[config.mk]
export PLATFORM = sky130hd
export DESIGN_NAME = fc3_buffer_drain
export DESIGN_NICKNAME = d
export VERILOG_FILES = /design/src/rtl/fc3_buffer_drain.sv
export SDC_FILE = /design/constraint.sdc
export NUM_CORES = 1
export LEC_CHECK = 0
export ABC_AREA = 1
export CAP_MARGIN = 30
export CORE_AREA = 2 2 99 101
export DETAILED_ROUTE_END_ITERATION = 10
export DIE_AREA = 0 0 101 103
export PLACE_DENSITY = 0.66
export REMOVE_ABC_BUFFERS = 1
export SLEW_MARGIN = 15
export SYNTH_ARGS = -nofsm -noshare
export SYNTH_HDL_FRONTEND = slang
export SYNTH_SLANG_ARGS = --single-unit
[constraint.sdc]
create_clock -name clk -period 3.4 [get_ports clk]
set_clock_uncertainty 0.2 [all_clocks]
set_input_delay 0.34 -clock clk [delete_from_list [all_inputs] [get_ports clk]]
set_output_delay 0.34 -clock clk [all_outputs]
set_load 0.005 [all_outputs]
[src/rtl/fc3_buffer_drain.sv]
// Bank-swap controller and scaled read-out for the fc3 double-buffered accumulator.
// Build option: define FC3_DRAIN_SAT_EN to saturate read-out values instead of wrapping them.
module fc3_buffer_drain #(
  parameter int ODIM    = 10,
  parameter int OWID    = 23,
  parameter int ACC_CYC = 1024,
  parameter int SHIFT   = 10,
  parameter int OUTW    = 8
) (
  input  logic                      clk,
  input  logic                      rst_n,
  input  logic                      iStart,
  input  logic                      iStop,
  input  logic                      iValid,
  output logic                      oInReady,
  output logic                      oAccSel,
  output logic                      oClear,
  output logic                      oHold,
  input  logic [OWID*ODIM-1:0]      iData,
  output logic                      oValid,
  input  logic                      iReady,
  output logic [OUTW-1:0]           oData,
  output logic [$clog2(ODIM)-1:0]   oIdx,
  output logic                      oLast,
  output logic                      oBusy,
  output logic [2:0]                oDbgState
);

  localparam int IW = $clog2(ODIM);
  localparam int CW = $clog2(ACC_CYC);
  localparam logic [CW-1:0] LAST_BEAT = CW'(ACC_CYC - 1);
  localparam logic [IW-1:0] LAST_IDX  = IW'(ODIM - 1);

  typedef enum logic [1:0] {S_IDLE, S_CLR, S_ACC, S_WAIT} ctrl_state_t;
  typedef enum logic {D_IDLE, D_SEND} drain_state_t;

  ctrl_state_t   state_q, state_d;
  drain_state_t  dstate_q, dstate_d;
  logic [CW-1:0] beat_q, beat_d;
  logic [IW-1:0] idx_q, idx_d;
  logic          stop_q, stop_d;
  logic          sel_q, sel_d;
  logic          drain_start;

  // Handshakes: upstream beat = iValid & oInReady; downstream transfer = oValid & iReady.
  // oValid/oData/oIdx hold steady until the transfer happens.

  always_comb begin
    state_d     = state_q;
    beat_d      = beat_q;
    sel_d       = sel_q;
    drain_start = 1'b0;
    oInReady    = 1'b0;
    oHold       = 1'b1;
    oClear      = 1'b0;
    case (state_q)
      S_IDLE: begin
        if (iStart) state_d = S_CLR;
      end
      S_CLR: begin
        oClear  = 1'b1;
        oHold   = 1'b0;
        beat_d  = '0;
        state_d = S_ACC;
      end
      S_ACC: begin
        oInReady = 1'b1;
        oHold    = ~iValid;
        if (iValid) begin
          beat_d = beat_q + CW'(1);
          if (beat_q == LAST_BEAT) state_d = S_WAIT;
        end
      end
      S_WAIT: begin
        // Swap only with the drain idle so the output bank never changes mid-drain.
        if (dstate_q == D_IDLE) begin
          sel_d       = ~sel_q;
          drain_start = 1'b1;
          state_d     = (stop_q || iStop) ? S_IDLE : S_CLR;
        end
      end
      default: state_d = S_IDLE;
    endcase
    stop_d = ((state_d == S_IDLE) && (state_q != S_IDLE)) ? 1'b0 : (stop_q | iStop);
  end

  always_comb begin
    dstate_d = dstate_q;
    idx_d    = idx_q;
    case (dstate_q)
      D_IDLE: begin
        if (drain_start) begin
          dstate_d = D_SEND;
          idx_d    = '0;
        end
      end
      D_SEND: begin
        if (iReady) begin
          if (idx_q == LAST_IDX) begin
            dstate_d = D_IDLE;
            idx_d    = '0;
          end else begin
            idx_d = idx_q + IW'(1);
          end
        end
      end
      default: dstate_d = D_IDLE;
    endcase
  end

  always_ff @(posedge clk) begin
    if (!rst_n) begin
      state_q  <= S_IDLE;
      dstate_q <= D_IDLE;
      beat_q   <= '0;
      idx_q    <= '0;
      stop_q   <= 1'b0;
      sel_q    <= 1'b0;
    end else begin
      state_q  <= state_d;
      dstate_q <= dstate_d;
      beat_q   <= beat_d;
      idx_q    <= idx_d;
      stop_q   <= stop_d;
      sel_q    <= sel_d;
    end
  end

  logic signed [OWID-1:0] elem;
  logic signed [OWID-1:0] shifted;
  logic                   ovf;

  always_comb begin
    elem    = iData[int'(idx_q)*OWID +: OWID];
    shifted = elem >>> SHIFT;
    // Value fits in OUTW bits only if all bits above the OUTW sign bit match it.
    ovf     = (shifted[OWID-1:OUTW-1] != {(OWID-OUTW+1){shifted[OWID-1]}});
`ifdef FC3_DRAIN_SAT_EN
    if (ovf) oData = shifted[OWID-1] ? {1'b1, {(OUTW-1){1'b0}}} : {1'b0, {(OUTW-1){1'b1}}};
    else     oData = shifted[OUTW-1:0];
`else
    oData = shifted[OUTW-1:0];
`endif
  end

  assign oAccSel   = sel_q;
  assign oValid    = (dstate_q == D_SEND);
  assign oIdx      = idx_q;
  assign oLast     = oValid && (idx_q == LAST_IDX);
  assign oBusy     = (state_q != S_IDLE) || (dstate_q == D_SEND);
  assign oDbgState = {dstate_q, state_q};

endmodule

==> metrics, run 1 <==
status=completed; syn avg cell area=5.47 µm²; register area share after synthesis=a little under a quarter; Setup crit end kind=output pin; DRT Pass-1 Iters=4; hold_ws=0.244 ns; drt wl/cell=about 12 µm; maxcap violations=0; FMAX=between 0.3 and 0.4 GHz; Area growth, synth to finish=72.7%; DP Worst Slack=0.561 ns; CTS tree=done; CP bufs+invs=2; hpwl dp=roughly 4800 µm; Crit Path Class=flop to output pin; R2R cell count=6; met1 wire length=2910 µm; post-synth top area share=between 20% and 30%; fin. max-slew vios=0; via count=approximately 2,300; die area=10,400 µm²; Final Cycle Share=between 90% and 100%; ANT nets after route=0; Highest Signal Layer=met4; metal2 WL=2740 µm; initial DRC count=between 70 and 80; gr ovfl total=0; VDD IR max=0.322 mV; Hold Buf Count CTS=0; # IOs=between 200 and 300; Hold EP=beat_q[7]$_SDFFE_PN0P_; Mapped Cells=roughly 310; # rows=36; vias per inst=roughly 4.3; CP required=between 2 and 3 ns; Tightest Pin Transition=0.600 ns; Cell Area, Placed=approximately 2900 µm²; core box area=~9500 µm²; clk sink count=19; Worst R2R Setup Slack=a little under 1 ns; Remaining DRCs=0; fin crit period=3.09 ns; PD cells=approximately 220 nW/µm²; Die Height=approximately 100 µm; crit-path max cell delay=roughly 0.7 ns; clock latency on the worst-skew pair=0.26 ns; GRT Total Usage=~11%; leakage=around 1.2 nW; root buf cell=clkbuf_8; post-route setup TNS=0 ns; crit path DAT=about 2.6 ns; Worst Slack Setup Final=0.313 ns; RSZ-0062 raised after global routing=no; Crit Reg-Reg Startpoint=oIdx[1]$_SDFFE_PN0P_; HP Class=flop to flop; post-CTS setup buffers=0; WL met3=about 700 µm; hold_sp=beat_q[7]$_SDFFE_PN0P_; worst-path fanout max=15; most area-hungry cell type in the Yosys netlist=dfxtp_1; number of distinct library cells after synthesis=25; final WL=~6400 µm; vias in the first global route=a little over 2,000; Final Hold Viols=0; Post-Syn Area=1680 µm²; first-pass GRT wire length=9610 µm; Worst setup SP type=flop; # setup viols final=0; synthesis-stage register bit count=19; CP dominant cell by count=nand3_1; Starting Density=roughly 18%; largest cells by area after synthesis=dfxtp_1, nor2_1, nand2_1; initial antenna violation count=2; die span in x=101 µm; Clock Path Buffers=2; slowest stage cell, crit path=dfxtp_1; RePlAce Congestion=0.798; Hold Path Depth=2; largest net degree at the start of global routing=46; layout cells sized above 1=3.91%; CTS buffer count=3; worst rel slew slack=60.0%; Synth Warn #=0; I/O Buffers=between 100 and 150; cell chain of the critical path=clkinv_1 -> nor2_1 -> o21ai_0 -> nand3_1 -> nand3_1 -> nand2_1 -> clkdlybuf4s50_1; cts repair resizes=0; CP delay by family, top=buffers and inverters; Clock transition at path regs=around 0.070 ns; RR Endpoint=oIdx[1]$_SDFFE_PN0P_; fin area=2910 µm²; # nets final=roughly 650; H-tree levels=1
-- stage by stage --
| step | cells | power, W | util (%) |
|---|---|---|---|
| 2_1_floorplan | 294 | 0.000328 | - |
| 3_3_place_gp | 519 | 0.000488 | 30.2 |
| 3_5_place_dp | 519 | 0.000489 | 30.2 |
| 4_1_cts | 523 | 0.000649 | 30.7 |
| 5_1_grt | 523 | 0.000684 | 30.7 |
| 6_report | 524 | 0.000642 | 30.7 |
-- area by class of cell --
cell class | count | area [µm²]
fill | 1044 | 6550
multi-input combinational | 248 | 1130
timing repair buffer | 111 | 1100
sequential | 19 | 380
tap | 114 | 143
inverter | 27 | 101
clock buffer | 4 | 45.0
antenna | 1 | 2.50
-- flip-flops by register name (all words and copies together) (netlist names) --
| name | flops |
|---|---|
| oAccSel | 1 |
| state_q | 2 |
| oIdx | 4 |
| beat_q | 10 |
| oValid | 1 |
| stop_q | 1 |
-- worst max path at each step --
stage	from	to	cells past startpoint
after floorplan	oIdx[0]$_SDFFE_PN0P_	oData[0]	5
after global placement	oIdx[1]$_SDFFE_PN0P_	oData[7]	7
after detailed placement	oIdx[1]$_SDFFE_PN0P_	oData[1]	7
after CTS	oIdx[1]$_SDFFE_PN0P_	oData[1]	7
after global routing	oIdx[1]$_SDFFE_PN0P_	oData[7]	7
final	oIdx[1]$_SDFFE_PN0P_	oData[1]	7
-- placed cells by master (no fill, tap or decap), drive strengths merged --
| cell | instances |
|---|---|
| a211oi | 1 |
| a21boi | 1 |
| a21oi | 17 |
| and3 | 1 |
| buf | 4 |
| clkbuf | 4 |
| clkdlybuf4s50 | 107 |
| clkinv | 1 |
| dfxtp | 19 |
| diode | 1 |
| ha | 3 |
| inv | 26 |
| nand2 | 71 |
| nand3 | 26 |
| nand4 | 1 |
| nor2 | 74 |
| nor3 | 2 |
| o211ai | 7 |
| o21ai | 40 |
| or2 | 2 |
| xor2 | 2 |
-- cells by family (layout without fill, tap and decap cells) --
group / count (synthesis) / in the layout / synth area share [%]
other cells: 0 / 1 / 0
fa+ha+maj: 3 / 3 / 2.23
xor+xnor: 2 / 2 / 1.04
compound gates: 66 / 66 / 21.0
simple gates: 177 / 177 / 43.2
flops: 19 / 19 / 22.6
buf+inv: 41 / 142 / 10.0
-- synth_stat cells --
master	count
and3_1	1
or2_0	1
dfxtp_1	19
nand4_1	1
nor3_1	2
nand2_4	1
o211ai_1	7
o21ai_0	40
inv_2	3
nor2_2	2
nand2_1	68
clkbuf_1	4
nand2_2	2
xor2_1	2
nand3_1	26
buf_4	1
inv_1	23
or2_2	1
clkinv_1	1
a21boi_1	1
nor2_1	72
a211oi_1	1
ha_1	3
buf_2	9
a21oi_1	17
-- tightest hold or removal path, cell delays in order (launching register included) --
cell	delay (ns)
dfxtp_1	0.31
inv_1	0.04
a21oi_1	0.05
-- where the power goes --
part           total, W  internal, W  switching (W)
sequential     0.000240     0.000231     0.00000883
combinational  0.000245     0.000152      0.0000936
clock          0.000157    0.0000833      0.0000734
-- routing by layer --
layer / vias to the layer above / GRT usage (%)
met1: 982 / 14.7
met2: 81 / 18.5
met4: 0 / 2.49
met3: 6 / 4.07
li1: 1205 / -
met5: - / 0
Note: power is estimated with default switching activity, not from simulation.
==> run 2: changes to the inputs <==
--- a/config.mk
+++ b/config.mk
@@ -7,10 +7,10 @@
 export LEC_CHECK = 0
 export ABC_AREA = 1
 export CAP_MARGIN = 30
-export CORE_AREA = 2 2 99 101
+export CORE_AREA = 5 5 96 98
 export DETAILED_ROUTE_END_ITERATION = 10
 export DIE_AREA = 0 0 101 103
-export PLACE_DENSITY = 0.66
+export PLACE_DENSITY = 0.74
 export REMOVE_ABC_BUFFERS = 1
 export SLEW_MARGIN = 15
 export SYNTH_ARGS = -nofsm -noshare
==> run 2 against run 1 <==
Core utilization up 4.1 points. Global-route usage is 0.82 points higher. First-iteration DRC count unchanged. Non-clock buffer count increased by 1. Critical path depth unchanged. Maximum frequency grew 5.4%. Worst setup slack improved by 0.16 ns. Clock power barely moved. Largest cell class unchanged. Largest power group unchanged.
==> metrics, run 2 (synthesized netlist as in run 1, its figures left out) <==
core box area=8380 µm²; fin. max-slew vios=0; largest register by flop count=beat_q; post-route setup TNS=0 ns; cts repair resizes=0; first-pass GRT wire length=a little over 10,000 µm; Worst setup SP type=flop; final WL=~6800 µm; commonest non-fill, non-tap cell in the layout=clkdlybuf4s50_1; Internal=~0.00047 W; CTS buffer count=3; hpwl dp=about 5200 µm; slowest stage cell, crit path=clkdlybuf4s50_1; Area growth, synth to finish=73.3%; maxcap violations=0; FMAX=~0.34 GHz; largest net degree at the start of global routing=46; Clock Power Share=between 20% and 30%; CTS tree=done; Final Cycle Share=between 80% and 90%; # IOs=around 260; via count=2,340; crit-path max cell delay=0.58 ns; GRT Total Usage=approximately 12%; Sw Ratio=~28%; cell chain of the critical path=clkinv_1 -> nor2_1 -> o21ai_0 -> nand3_1 -> nand3_1 -> nand2_1 -> clkdlybuf4s50_1; hold_ws=0.242 ns; post-CTS setup buffers=0; Final Hold Viols=0; Clock transition at path regs=0.07 ns; initial DRC count=79; Setup crit end kind=output pin; WL met3=809 µm; worst-path fanout max=12; Highest Signal Layer=met5; number of flip-flops in the largest register=10; DRT Pass-1 Iters=5; drt wl/cell=13.1 µm; ANT nets after route=0; H-tree levels=1; worst rel slew slack=between 50 and 60%; fin crit period=2.93 ns; vias per inst=between 4 and 5; Remaining DRCs=0; Cell Area, Placed=between 2000 and 3000 µm²; # setup viols final=0; part of the power in combinational logic=38.4%; die span in x=~100 µm; status=completed; clock latency on the worst-skew pair=between 0.2 and 0.3 ns; CP delay by family, top=buffers and inverters; clk sink count=19; # nets final=650; metal2 WL=about 2900 µm; met1 wire length=approximately 3000 µm; layout cells sized above 1=roughly 4.4%; VDD IR max=around 0.21 mV; CP bufs+invs=2; Tightest Pin Transition=between 0.6 and 0.7 ns; die area=10,400 µm²; gr ovfl total=0; ant diodes=0; Sw Pwr=between 0.00015 and 0.0002 W; Flop pwr share=between 30% and 40%; PD cells=around 220 nW/µm²; # rows=34; I/O Buffers=107; leakage=~1.2 nW; CP required=2.86 ns; Crit Path Class=flop to output pin; most frequent cells in the layout=clkdlybuf4s50_1, nor2_1, nand2_1; vias in the first global route=2,238; HP Class=flop to flop; fin area=approximately 3000 µm²; crit path DAT=2.39 ns; RePlAce Congestion=~0.84; Starting Density=20.1%; Hold Buf Count CTS=0; Die Height=103 µm; root buf cell=clkbuf_8; initial antenna violation count=1; CP dominant cell by count=nand3_1; RSZ-0062 raised after global routing=no; Clock Path Buffers=2
==> run 2: changes by cell type in the layout (fill, tap and decap cells not counted), sizes merged <==
| cell | delta |
|---|---|
| buf | +1 |
| clkbuf | -1 |
| clkinv | +1 |
| diode | -1 |
==> run 2: path summary, 6_finish.rpt <==
kind                                             start                endpoint  slack [ns]  cells after the start
worst max-delay path              oIdx[1]$_SDFFE_PN0P_                oData[4]        0.47                      7
worst min-delay path            beat_q[7]$_SDFFE_PN0P_  beat_q[7]$_SDFFE_PN0P_        0.24                      2
worst max register to register    oIdx[1]$_SDFFE_PN0P_    oIdx[1]$_SDFFE_PN0P_        1.15                      6
worst min register to register  beat_q[7]$_SDFFE_PN0P_  beat_q[7]$_SDFFE_PN0P_        0.24                      2
==> run 2: per-stage QoR <==
step	total power [W]	util, %	cells	setup WS, ns
after floorplan	0.000328	-	294	0.723
after global placement	0.000490	34.3	514	0.753
after detailed placement	0.000492	34.3	514	0.730
after CTS	0.000652	34.8	518	0.429
after global routing	0.000693	34.8	518	0.204
final	0.000647	34.8	518	0.473
==> run 2: power by group through the flow <==
stage | clock network [W] | logic (W) | registers, W
final | 0.000159 | 0.000249 | 0.000240
after global routing | 0.000178 | 0.000274 | 0.000241
after CTS | 0.000163 | 0.000250 | 0.000240
after detailed placement | 0 | 0.000248 | 0.000245
after global placement | 0 | 0.000245 | 0.000245
after floorplan | 0 | 0.0000810 | 0.000247
==> run 2: worst reg2reg max path: cells and delay by family, from the launching register on <==
family	cells	cell delay, ns
DFF	1	0.57
and+or+nand+nor	3	0.52
buffers and inverters	1	0.45
adders and majority gates	1	0.33
AOI/OAI and AO/OA	1	0.13
==> run 2: cell type report <==
cell class / count / area (µm²)
fillers: 891 / 5460
multi-input cells: 248 / 1130
repair buffers: 112 / 1120
flip-flops and latches: 19 / 380
well taps: 108 / 135
inverters: 27 / 101
clock buffers: 3 / 41.3
clock inverters: 1 / 5.00
==> run 2: metal layers <==
layer / track usage, % / vias up
li1: - / 1197
met1: 15.4 / 1026
met2: 19.8 / 106
met3: 4.60 / 9
met4: 2.97 / 2
met5: 0 / -
